$ cat src/rtl/clock_font_pkg.sv
// Shared types, constants and glyph helpers for the clock font fetch path.
package clock_font_pkg;

  localparam int unsigned NUM_SLOTS   = 8;
  localparam int unsigned GLYPH_COLON = 10;
  localparam int unsigned GLYPH_BYTES = 256;
  localparam int unsigned STEP_W      = 5;

  typedef enum logic [1:0] {
    S_IDLE  = 2'd0,
    S_FETCH = 2'd1,
    S_DRAIN = 2'd2
  } fetch_state_t;

  // Per-line snapshot taken when a fill starts or restarts
  typedef struct packed {
    logic [23:0] digits;
    logic        h_blank;
    logic        l_blank;
    logic [5:0]  row;
    logic        active;
  } line_snap_t;

  // Tag that travels with each step until its ROM data returns
  typedef struct packed {
    logic       valid;
    logic [2:0] slot;
    logic [1:0] bidx;
    logic       nul;
  } cap_tag_t;

  // Slot to glyph index: digit field or the colon glyph
  function automatic logic [3:0] slot_glyph(input logic [2:0] slot, input logic [23:0] digits);
    logic [3:0] g;
    case (slot)
      3'd0:    g = digits[23:20];
      3'd1:    g = digits[19:16];
      3'd3:    g = digits[15:12];
      3'd4:    g = digits[11:8];
      3'd6:    g = digits[7:4];
      3'd7:    g = digits[3:0];
      default: g = 4'(GLYPH_COLON);
    endcase
    return g;
  endfunction

  // Tens-of-hours may only be 0..2; other digits 0..9; colon always valid
  function automatic logic glyph_valid(input logic [2:0] slot, input logic [3:0] glyph);
    logic v;
    case (slot)
      3'd2, 3'd5: v = 1'b1;
      3'd0:       v = (glyph <= 4'd2);
      default:    v = (glyph <= 4'd9);
    endcase
    return v;
  endfunction

  // Blink blanking: hours on slots 0-1, minutes on slots 3-4
  function automatic logic slot_blanked(input logic [2:0] slot, input logic h_blank, input logic l_blank);
    return (h_blank && (slot == 3'd0 || slot == 3'd1)) ||
           (l_blank && (slot == 3'd3 || slot == 3'd4));
  endfunction

  function automatic int unsigned glyph_addr(input logic [3:0] glyph, input logic [5:0] row,
                                             input logic [1:0] bidx, input int unsigned bytes_per_row);
    return 32'(glyph) * GLYPH_BYTES + 32'(row) * bytes_per_row + 32'(bidx);
  endfunction

endpackage

$ cat src/rtl/glyph_fetch_sched_line_buf.sv
// Ping-pong line buffer: one bank is filled while the other feeds pixels.
module glyph_line_buf
  import clock_font_pkg::*;
(
  input  logic       clk,
  input  logic       rst,
  input  logic       swap,
  input  logic       wr_en,
  input  logic [2:0] wr_slot,
  input  logic [1:0] wr_bidx,
  input  logic [7:0] wr_data,
  input  logic [2:0] rd_slot,
  input  logic [4:0] rd_col,
  output logic       rd_bit
);

  // Byte 0 of a row lives in the top byte so column 0 is the word MSB
  logic [NUM_SLOTS-1:0][3:0][7:0] bank0;
  logic [NUM_SLOTS-1:0][3:0][7:0] bank1;
  logic                           sel;
  logic [3:0][7:0]                word;

  // Display bank select; the other bank is the fill bank
  always_ff @(posedge clk) begin
    if (rst) sel <= 1'b0;
    else if (swap) sel <= ~sel;
  end

  // Fill-bank write port
  always_ff @(posedge clk) begin
    if (rst) begin
      bank0 <= '0;
      bank1 <= '0;
    end else if (wr_en) begin
      if (sel) bank0[wr_slot][~wr_bidx] <= wr_data;
      else     bank1[wr_slot][~wr_bidx] <= wr_data;
    end
  end

  assign word   = sel ? bank1[rd_slot] : bank0[rd_slot];
  assign rd_bit = word[~rd_col[4:3]][~rd_col[2:0]];

endmodule

$ cat src/rtl/glyph_fetch_sched.sv
// Per-line font ROM fetch scheduler for the eight clock character slots.
module glyph_fetch_sched
  import clock_font_pkg::*;
#(
  parameter int unsigned GLYPH_ROWS    = 64,
  parameter int unsigned BYTES_PER_ROW = 4,
  parameter int unsigned ROM_AW        = 12,
  parameter int unsigned ROM_LAT       = 1
)(
  input  logic              clk,
  input  logic              rst,
  input  logic              line_req,
  input  logic [5:0]        line_row,
  input  logic              line_active,
  input  logic [23:0]       digits,
  input  logic              h_blank_en,
  input  logic              l_blank_en,
  output logic              rom_rd,
  output logic [ROM_AW-1:0] rom_addr,
  input  logic [7:0]        rom_q,
  input  logic [2:0]        pix_slot,
  input  logic [4:0]        pix_col,
  output logic              pix_bit,
  output logic              busy,
  output logic              line_done,
  output logic              overrun
);

  localparam int unsigned LAST_STEP = NUM_SLOTS * 4 - 1;
  localparam int unsigned DRAIN_W   = 2;

  fetch_state_t       state, state_n;
  logic [STEP_W-1:0]  step, step_n;
  logic [DRAIN_W-1:0] drain_cnt, drain_n;
  line_snap_t         snap, snap_n;
  cap_tag_t           cur, cur_n;
  cap_tag_t           pipe [ROM_LAT];
  logic               rom_rd_n, done_n, null_n;
  logic [ROM_AW-1:0]  rom_addr_n;
  logic [3:0]         glyph_n;
  logic               swap, restart, wr_en;

  assign swap    = line_req && (state == S_IDLE);
  assign restart = line_req && (state != S_IDLE);
  assign overrun = restart;

  // Next state, next step and the registered ROM request for that step
  always_comb begin
    state_n    = state;
    step_n     = step;
    drain_n    = drain_cnt;
    snap_n     = snap;
    done_n     = 1'b0;
    rom_rd_n   = 1'b0;
    rom_addr_n = rom_addr;
    cur_n      = '0;
    glyph_n    = '0;
    null_n     = 1'b0;
    if (line_req) begin
      state_n = S_FETCH;
      step_n  = '0;
      snap_n  = '{digits: digits, h_blank: h_blank_en, l_blank: l_blank_en,
                  row: line_row & 6'(GLYPH_ROWS - 1), active: line_active};
    end else begin
      case (state)
        S_FETCH: begin
          if (step == STEP_W'(LAST_STEP)) begin
            state_n = S_DRAIN;
            drain_n = '0;
          end else begin
            step_n = step + STEP_W'(1);
          end
        end
        S_DRAIN: begin
          if (drain_cnt == DRAIN_W'(ROM_LAT - 1)) begin
            state_n = S_IDLE;
            done_n  = 1'b1;
          end else begin
            drain_n = drain_cnt + DRAIN_W'(1);
          end
        end
        default: ;
      endcase
    end
    if (state_n == S_FETCH) begin
      glyph_n  = slot_glyph(step_n[4:2], snap_n.digits);
      null_n   = !snap_n.active || slot_blanked(step_n[4:2], snap_n.h_blank, snap_n.l_blank) ||
                 !glyph_valid(step_n[4:2], glyph_n);
      rom_rd_n = !null_n;
      if (!null_n)
        rom_addr_n = ROM_AW'(glyph_addr(glyph_n, snap_n.row, step_n[1:0], BYTES_PER_ROW));
      cur_n = '{valid: 1'b1, slot: step_n[4:2], bidx: step_n[1:0], nul: null_n};
    end
  end

  // State and registered outputs
  always_ff @(posedge clk) begin
    if (rst) begin
      state     <= S_IDLE;
      step      <= '0;
      drain_cnt <= '0;
      snap      <= '0;
      cur       <= '0;
      rom_rd    <= 1'b0;
      rom_addr  <= '0;
      busy      <= 1'b0;
      line_done <= 1'b0;
    end else begin
      state     <= state_n;
      step      <= step_n;
      drain_cnt <= drain_n;
      snap      <= snap_n;
      cur       <= cur_n;
      rom_rd    <= rom_rd_n;
      rom_addr  <= rom_addr_n;
      busy      <= (state_n != S_IDLE);
      line_done <= done_n;
    end
  end

  // Capture pipeline aligning step tags with returning ROM data; flushed on restart
  always_ff @(posedge clk) begin
    if (rst || restart) begin
      for (int i = 0; i < ROM_LAT; i++) pipe[i] <= '0;
    end else begin
      pipe[0] <= cur;
      for (int i = 1; i < ROM_LAT; i++) pipe[i] <= pipe[i-1];
    end
  end

  assign wr_en = pipe[ROM_LAT-1].valid && !restart;

  glyph_line_buf u_line_buf (
    .clk     (clk),
    .rst     (rst),
    .swap    (swap),
    .wr_en   (wr_en),
    .wr_slot (pipe[ROM_LAT-1].slot),
    .wr_bidx (pipe[ROM_LAT-1].bidx),
    .wr_data (pipe[ROM_LAT-1].nul ? 8'h00 : rom_q),
    .rd_slot (pix_slot),
    .rd_col  (pix_col),
    .rd_bit  (pix_bit)
  );

endmodule

$ cat config.mk
export PLATFORM = sky130hd
export DESIGN_NAME = glyph_fetch_sched
export DESIGN_NICKNAME = d
export VERILOG_FILES = /design/src/rtl/clock_font_pkg.sv /design/src/rtl/glyph_fetch_sched_line_buf.sv /design/src/rtl/glyph_fetch_sched.sv
export SDC_FILE = /design/constraint.sdc
export NUM_CORES = 1
export LEC_CHECK = 0
export ABC_CLOCK_PERIOD_IN_PS = 6800
export CAP_MARGIN = 20
export CORE_MARGIN = 5
export CORE_UTILIZATION = 44
export CTS_BUF_LIST = sky130_fd_sc_hd__clkbuf_16
export DETAILED_ROUTE_END_ITERATION = 10
export PLACE_DENSITY_LB_ADDON = 0.12
export SLEW_MARGIN = 10
export SYNTH_ARGS = -nofsm -noshare
export SYNTH_HDL_FRONTEND = slang
export SYNTH_SLANG_ARGS = --single-unit
$ cat constraint.sdc
create_clock -name clk -period 6.8 [get_ports clk]
set_clock_uncertainty 0.15 [all_clocks]
set_input_delay 1.02 -clock clk [delete_from_list [all_inputs] [get_ports clk]]
set_output_delay 1.02 -clock clk [all_outputs]
set_load 0.01 [all_outputs]
==> out/metrics.yaml, run 1 <==
status: "finished, final reports clean"
reg2reg_depth: 11
hold_violations: 0
hold_depth: 1
core_area_sq_um: 57590
global_route.usage.total_pct: 21.89
ys_warn_count: 0
area_growth_pct: 12.80
port_buffers: 68
synth_cells: 2587
syn_nets: 2644
fin_util_pct: 49.95
met3_usage_pct: 4.407
worst_slew_pin_slew_ns: 1.105
place_congestion: 0.8633
post_cts_resized: 0
cpPeakStageDelay_ns: 0.54
ys_ff_latch: 584
wl_microns: 70280
period_share_pct: 80.64
post-route-drc-count: 0
final_common_cell: "nor2_1"
r2r-end: "rom_addr[1]"
htreeDepth: 3
grt_max_degree: 187
seqCellArea_sq_um: 11690
fp.dieW_microns: 250.7
max_cap_violations: 0
wl_per_cell_microns: 20.89
most-common-layout-cells: "nor2_1, dfxtp_1, mux2i_1"
die_area_sq_um: 62870
crit_required_ns: 5.63
syn_area_per_cell_sq_um: 9.856
cp-startpoint: "pix_slot[0]"
ys_seq_area_share_pct: 45.85
r2r-start: "state[1]"
dpl.hpwl_microns: 45610
multi_input_area_sq_um: 12990
row_count: 88
rrSetupSlack_ns: 3.02
critPathMaxFanout: 39
timing.fmax_ghz: 0.1824
maxSlewViolCount: 0
use_met1_pct: 31.69
slowest_stage: "mux4_2"
startpoint_type: "input pin"
crit_top_cell: "mux4_2"
drtIter0Drc: 1578
grt_busiest_layer: "met2"
fillCellCount: 5285
viasPerCell: 5.637
synth_ff_type: "dfxtp_1"
setup_tns_ns: 0
cts_setup_buffers: 0
ant_nets: 0
clock_latency_ns: 0.60
setup_violations: 0
cts_buffers: 66
min_period_ns: 5.483
pwr_density_cell_nw_per_um2: 250.3
cts.reportedPaths.clkPinSlew_ns: 0.06
crit_type: "input pin to output pin"
async_flop_share_pct: 0
use_met2_pct: 33.79
vdd_drop_max_mv: 0.1842
tritoncts: "done"
pin_count: 69
synth.distinct_cells: 59
cts_hold_buf: 0
dr_total_vias: 18960
synth_area_sq_um: 25500
initial_core_util_pct: 44.28
diodes: 0
min_path_type: "flop to flop"
holdCritStartpoint: "cur[4]"
clock_sinks: 584
cts.path.max_buffers: 3
antenna_found_initial: 0
synth_edf_count: 0
cts-root-buf: "clkbuf_16"
grt_pass1_wl_microns: 110200
grt_pass1_vias: 17950
relSlewSlack_pct: 26.04
rsz0062_at_grt: "no"
cp-end-kind: "output pin"
grt_overflow: 0
drive_gt1_share_pct: 12.66
finalNetCount: 2606
drt-pass1-iter-count: 6
die-height_microns: 250.7
crit_chain: "clkbuf_8, buf_12, mux4_2, mux4_2, o22ai_1, nor2_1, nor4b_1, o21ai_0, o21ai_1, clkdlybuf4s50_1"
crit_arrival_ns: 4.31
leakagePower_nw: 9.828
hold_end: "pipe[0][4]"
[sequential cells by signal, summed over array words and instances (netlist names), 2 cells and up]
name and cells:
state 2, step 5, rom_addr 12, u_line_buf.bank1 256, u_line_buf.bank0 256, cur 7
pipe 7, drain_cnt 2, snap 33
[cells by family (layout without fill, tap and decap cells)]
| family | after synthesis | after routing | synth area share (%) |
|---|---|---|---|
| buffers and inverters | 227 | 239 | 3.479 |
| multiplexers | 513 | 513 | 28.19 |
| XOR/XNOR | 5 | 5 | 0.1718 |
| AND/OR/NAND/NOR | 868 | 868 | 13.92 |
| AO/OA/AOI/OAI | 385 | 385 | 8.151 |
| flip-flops | 584 | 584 | 45.85 |
| adder cells (fa/ha/maj) | 5 | 5 | 0.2454 |
[worst max-delay path: cells and delay by family]
kind	cells	cell delay, ns
mux	2	1.07
simple gates	2	0.21
buf+inv	3	1.24
compound gates	3	0.67
[final cells by class]
type / instances / area share (%)
inverters: 13 / 0.1697
repair buffers: 108 / 3.693
multi-input cells: 1776 / 45.16
clock inverters: 50 / 1.083
well taps: 765 / 3.328
clock buffers: 68 / 5.916
flip-flops and latches: 584 / 40.65
[per-layer routing]
metal / part of all wire, % / wire length [microns]
met1: 46 / 32070
met2: 45 / 31840
met3: 6.8 / 4744
met4: 2.3 / 1624
met5: 0 / 0
[synth_stat cells (3+ instances only)]
| master | instances | area, sq um |
|---|---|---|
| nor2_1 | 606 | 2275 |
| dfxtp_1 | 584 | 11690 |
| mux2i_1 | 340 | 3403 |
| a21oi_1 | 221 | 1106 |
| clkbuf_1 | 181 | 679.4 |
| mux4_2 | 160 | 3603 |
| nand2_1 | 153 | 574.3 |
| o21ai_0 | 118 | 590.6 |
| nor2b_1 | 25 | 156.4 |
| buf_1 | 22 | 82.58 |
| o22ai_1 | 18 | 112.6 |
| nand2b_1 | 15 | 93.84 |
| and2_1 | 14 | 87.58 |
| nor3_1 | 14 | 70.07 |
| inv_1 | 13 | 48.80 |
| mux2_4 | 9 | 135.1 |
| buf_2 | 7 | 35.03 |
| nand3b_1 | 7 | 52.55 |
| a31oi_1 | 5 | 31.28 |
| and3_1 | 5 | 31.28 |
| ha_1 | 5 | 62.56 |
| nand3_1 | 5 | 25.02 |
| nor4b_1 | 4 | 35.03 |
| or3_1 | 4 | 25.02 |
| buf_6 | 3 | 33.78 |
| or3b_2 | 3 | 26.28 |
| xor2_1 | 3 | 26.28 |
[how the worst max path moves through the flow]
| stage | endpoint | slack (ns) | depth (start not counted) |
|---|---|---|---|
| after CTS | pix_bit | 1.37 | 10 |
| final | pix_bit | 1.32 | 10 |
| after global routing | pix_bit | 1.18 | 10 |
| after floorplan | pix_bit | 2.25 | 9 |
| after detailed placement | pix_bit | 1.38 | 10 |
| after global placement | pix_bit | 1.41 | 10 |
[stage by stage]
stage	area, sq um	cells	hold WS, ns	setup slack, ns	power (mW)
2_1_floorplan	25500	2587	0.2557	2.248	3.782
3_3_place_gp	26690	3240	0.2659	1.414	3.910
3_5_place_dp	26750	3246	0.2649	1.381	3.917
4_1_cts	28760	3364	0.2794	1.374	7.280
5_1_grt	28760	3364	0.2957	1.176	7.455
6_report	28760	3364	0.2763	1.317	7.200
[where the power goes]
part / switching [mW] / leakage (nW) / internal [mW] / total [mW]
Clock: 1.46 / 1.05 / 1.90 / 3.36
Combinational: 0.255 / 4.07 / 0.130 / 0.385
Sequential: 0.0147 / 4.71 / 3.44 / 3.46
Total: 1.73 / 9.83 / 5.47 / 7.20
Power figures use the tool's default switching activity.
==> run 2: changes to the inputs <==
--- a/config.mk
+++ b/config.mk
@@ -5,7 +5,7 @@
 export SDC_FILE = /design/constraint.sdc
 export NUM_CORES = 1
 export LEC_CHECK = 0
-export ABC_CLOCK_PERIOD_IN_PS = 6800
+export ABC_CLOCK_PERIOD_IN_PS = 5300
 export CAP_MARGIN = 20
 export CORE_MARGIN = 5
 export CORE_UTILIZATION = 44
==> constraint.sdc (replaced) <==
create_clock -name clk -period 5.3 [get_ports clk]
set_clock_uncertainty 0.15 [all_clocks]
set_input_delay 0.795 -clock clk [delete_from_list [all_inputs] [get_ports clk]]
set_output_delay 0.795 -clock clk [all_outputs]
set_load 0.01 [all_outputs]
==> run 2 against run 1 <==
Compared with the run above:
- clock-buffer cell count down 2
- wire length up 4.9%
- critical path depth unchanged
- worst setup slack worse by 0.79 ns
- clock power up 26%
- power up 28%
- final area up 0.45%
- global-route usage up 1.2 points
- flip-flop and latch count unchanged
- highest routed layer is now met5
==> out/metrics.yaml, run 2 (synthesized netlist as in run 1, its figures left out) <==
grt_overflow: 0  # unchanged
cts-root-buf: "clkbuf_16"  # unchanged
dpl_cell_area_sq_um: 26920  # was 26750 sq um
reg_top3: "u_line_buf.bank0 (256), u_line_buf.bank1 (256), snap (33)"  # unchanged
status: "finished, final reports clean"  # unchanged
hold_violations: 0  # unchanged
min_path_type: "flop to flop"  # unchanged
most-common-layout-cells: "nor2_1, dfxtp_1, mux2i_1"  # unchanged
setup_violations: 0  # unchanged
htreeDepth: 3  # unchanged
max_cap_violations: 0  # unchanged
crit_type: "input pin to output pin"  # unchanged
hold_slack_ns: 0.2638  # was 0.2763 ns
critPathMaxFanout: 23  # was 39
vdd_drop_max_mv: 0.2353  # was 0.1842 mV
timing.fmax_ghz: 0.2096
relSlewSlack_pct: 23.79  # was 26.04%
pin_count: 69  # unchanged
crit_arrival_ns: 3.83  # was 4.31 ns
leakagePower_nw: 9.900  # was 9.828 nW
period_share_pct: 90.02
dpl.hpwl_microns: 49570  # was 45610 microns
grt_pass1_wl_microns: 115400  # was 110200 microns
drive_gt1_share_pct: 13.04  # was 12.66%
cts.reportedPaths.clkPinSlew_ns: 0.06  # about the same
met3_usage_pct: 5.111  # was 4.407%
diodes: 0  # unchanged
initial_core_util_pct: 44.28  # unchanged
port_buffers: 68  # unchanged
cts_hold_buf: 0  # unchanged
core_area_sq_um: 57590  # unchanged
die_area_sq_um: 62870  # unchanged
grt_max_degree: 167  # was 187
global_route.usage.total_pct: 23.09  # was 21.89%
grt_pass1_vias: 18820  # was 17950
cts.path.max_buffers: 3  # unchanged
wl_per_cell_microns: 21.85  # was 20.89 microns
fillCellCount: 5221  # was 5285
finalNetCount: 2622  # was 2606
crit_required_ns: 4.36  # was 5.63 ns
startpoint_type: "input pin"  # unchanged
post-route-drc-count: 0  # unchanged
worst_slew_pin_slew_ns: 1.139  # was 1.105 ns
grt_busiest_layer: "met2"  # unchanged
rsz0062_at_grt: "no"  # unchanged
area_growth_pct: 13.31  # was 12.80%
cts_setup_buffers: 0  # unchanged
ant_nets: 0  # unchanged
drtIter0Drc: 1585  # was 1578
drt-pass1-iter-count: 5  # was 6
fp.dieW_microns: 250.7  # unchanged
place_congestion: 0.9197  # was 0.8633
min_period_ns: 4.771
fin_area_sq_um: 28890  # was 28760 sq um
post_cts_resized: 0  # unchanged
viasPerCell: 5.720  # was 5.637
row_count: 88  # unchanged
pwr_density_cell_nw_per_um2: 318.2  # was 250.3 nW/um^2
final_common_cell: "nor2_1"  # unchanged
maxSlewViolCount: 0  # unchanged
setup_tns_ns: 0  # unchanged
use_met2_pct: 35.49  # was 33.79%
cts_buffers: 66  # unchanged
cp-end-kind: "output pin"  # unchanged
antenna_found_initial: 1  # was 0
wl_microns: 73710  # was 70280 microns
dr_total_vias: 19290  # was 18960
clock_latency_ns: 0.61  # was 0.60 ns
die-height_microns: 250.7  # unchanged
clock_sinks: 584  # unchanged
use_met1_pct: 32.64  # was 31.69%
tritoncts: "done"  # unchanged
==> run 2: changes by cell type in the layout (fill, tap and decap cells not counted), moves of 2 or more <==
cell,previous run,this run
clkbuf_16,68,66
clkinvlp_4,3,0
buf_4,31,42
buf_12,6,11
inv_1,31,27
==> run 2: worst max-delay path, cell delays in order <==
cell and delay [ns]:
clkbuf_8 0.32, buf_12 0.23, mux4_2 0.52, mux4_2 0.49, o22ai_1 0.38, nor2_1 0.07, and3_1 0.16, o21ai_0 0.15
o21ai_1 0.15, clkdlybuf4s50_1 0.51
==> run 2: through the flow <==
stage | util [%] | setup slack, ns | total power, mW | cells
2_1_floorplan | - | 1.198 | 4.852 | 2587
3_3_place_gp | 46.68 | 0.5322 | 5.041 | 3257
3_5_place_dp | 46.75 | 0.5468 | 5.048 | 3261
4_1_cts | 50.16 | 0.5508 | 9.314 | 3372
5_1_grt | 50.17 | 0.3473 | 9.521 | 3373
6_report | 50.17 | 0.5291 | 9.194 | 3373
==> run 2: final timing paths <==
check                            startpoint           end  slack [ns]  cells after the start
worst max-delay path            pix_slot[0]       pix_bit        0.53                     10
worst min-delay path                 cur[6]    pipe[0][6]        0.26                      1
worst max register to register     state[1]  rom_addr[11]        1.44                     11
worst min register to register       cur[6]    pipe[0][6]        0.26                      1
==> run 2: routing by layer <==
metal	vias up	routed length (microns)
li1	8950	-
met1	9498	32950
met2	703	33100
met3	139	5291
met4	2	2351
met5	-	13
==> run 2: where the power goes <==
group	internal, mW	total (mW)	switching, mW	leakage (nW)
Clock	2.41	4.24	1.83	1.02
Combinational	0.177	0.518	0.341	4.17
Sequential	4.41	4.43	0.0188	4.71
==> run 2: cell type report <==
type	count	area (sq um)	area share (%)
Multi-Input combinational cell	1776	12990	44.95
Clock buffer	66	1652	5.716
Tap cell	765	957.2	3.313
Inverter	13	48.80	0.1689
Timing Repair Buffer	124	1245	4.309
Sequential cell	584	11690	40.46
Clock inverter	45	311.5	1.078
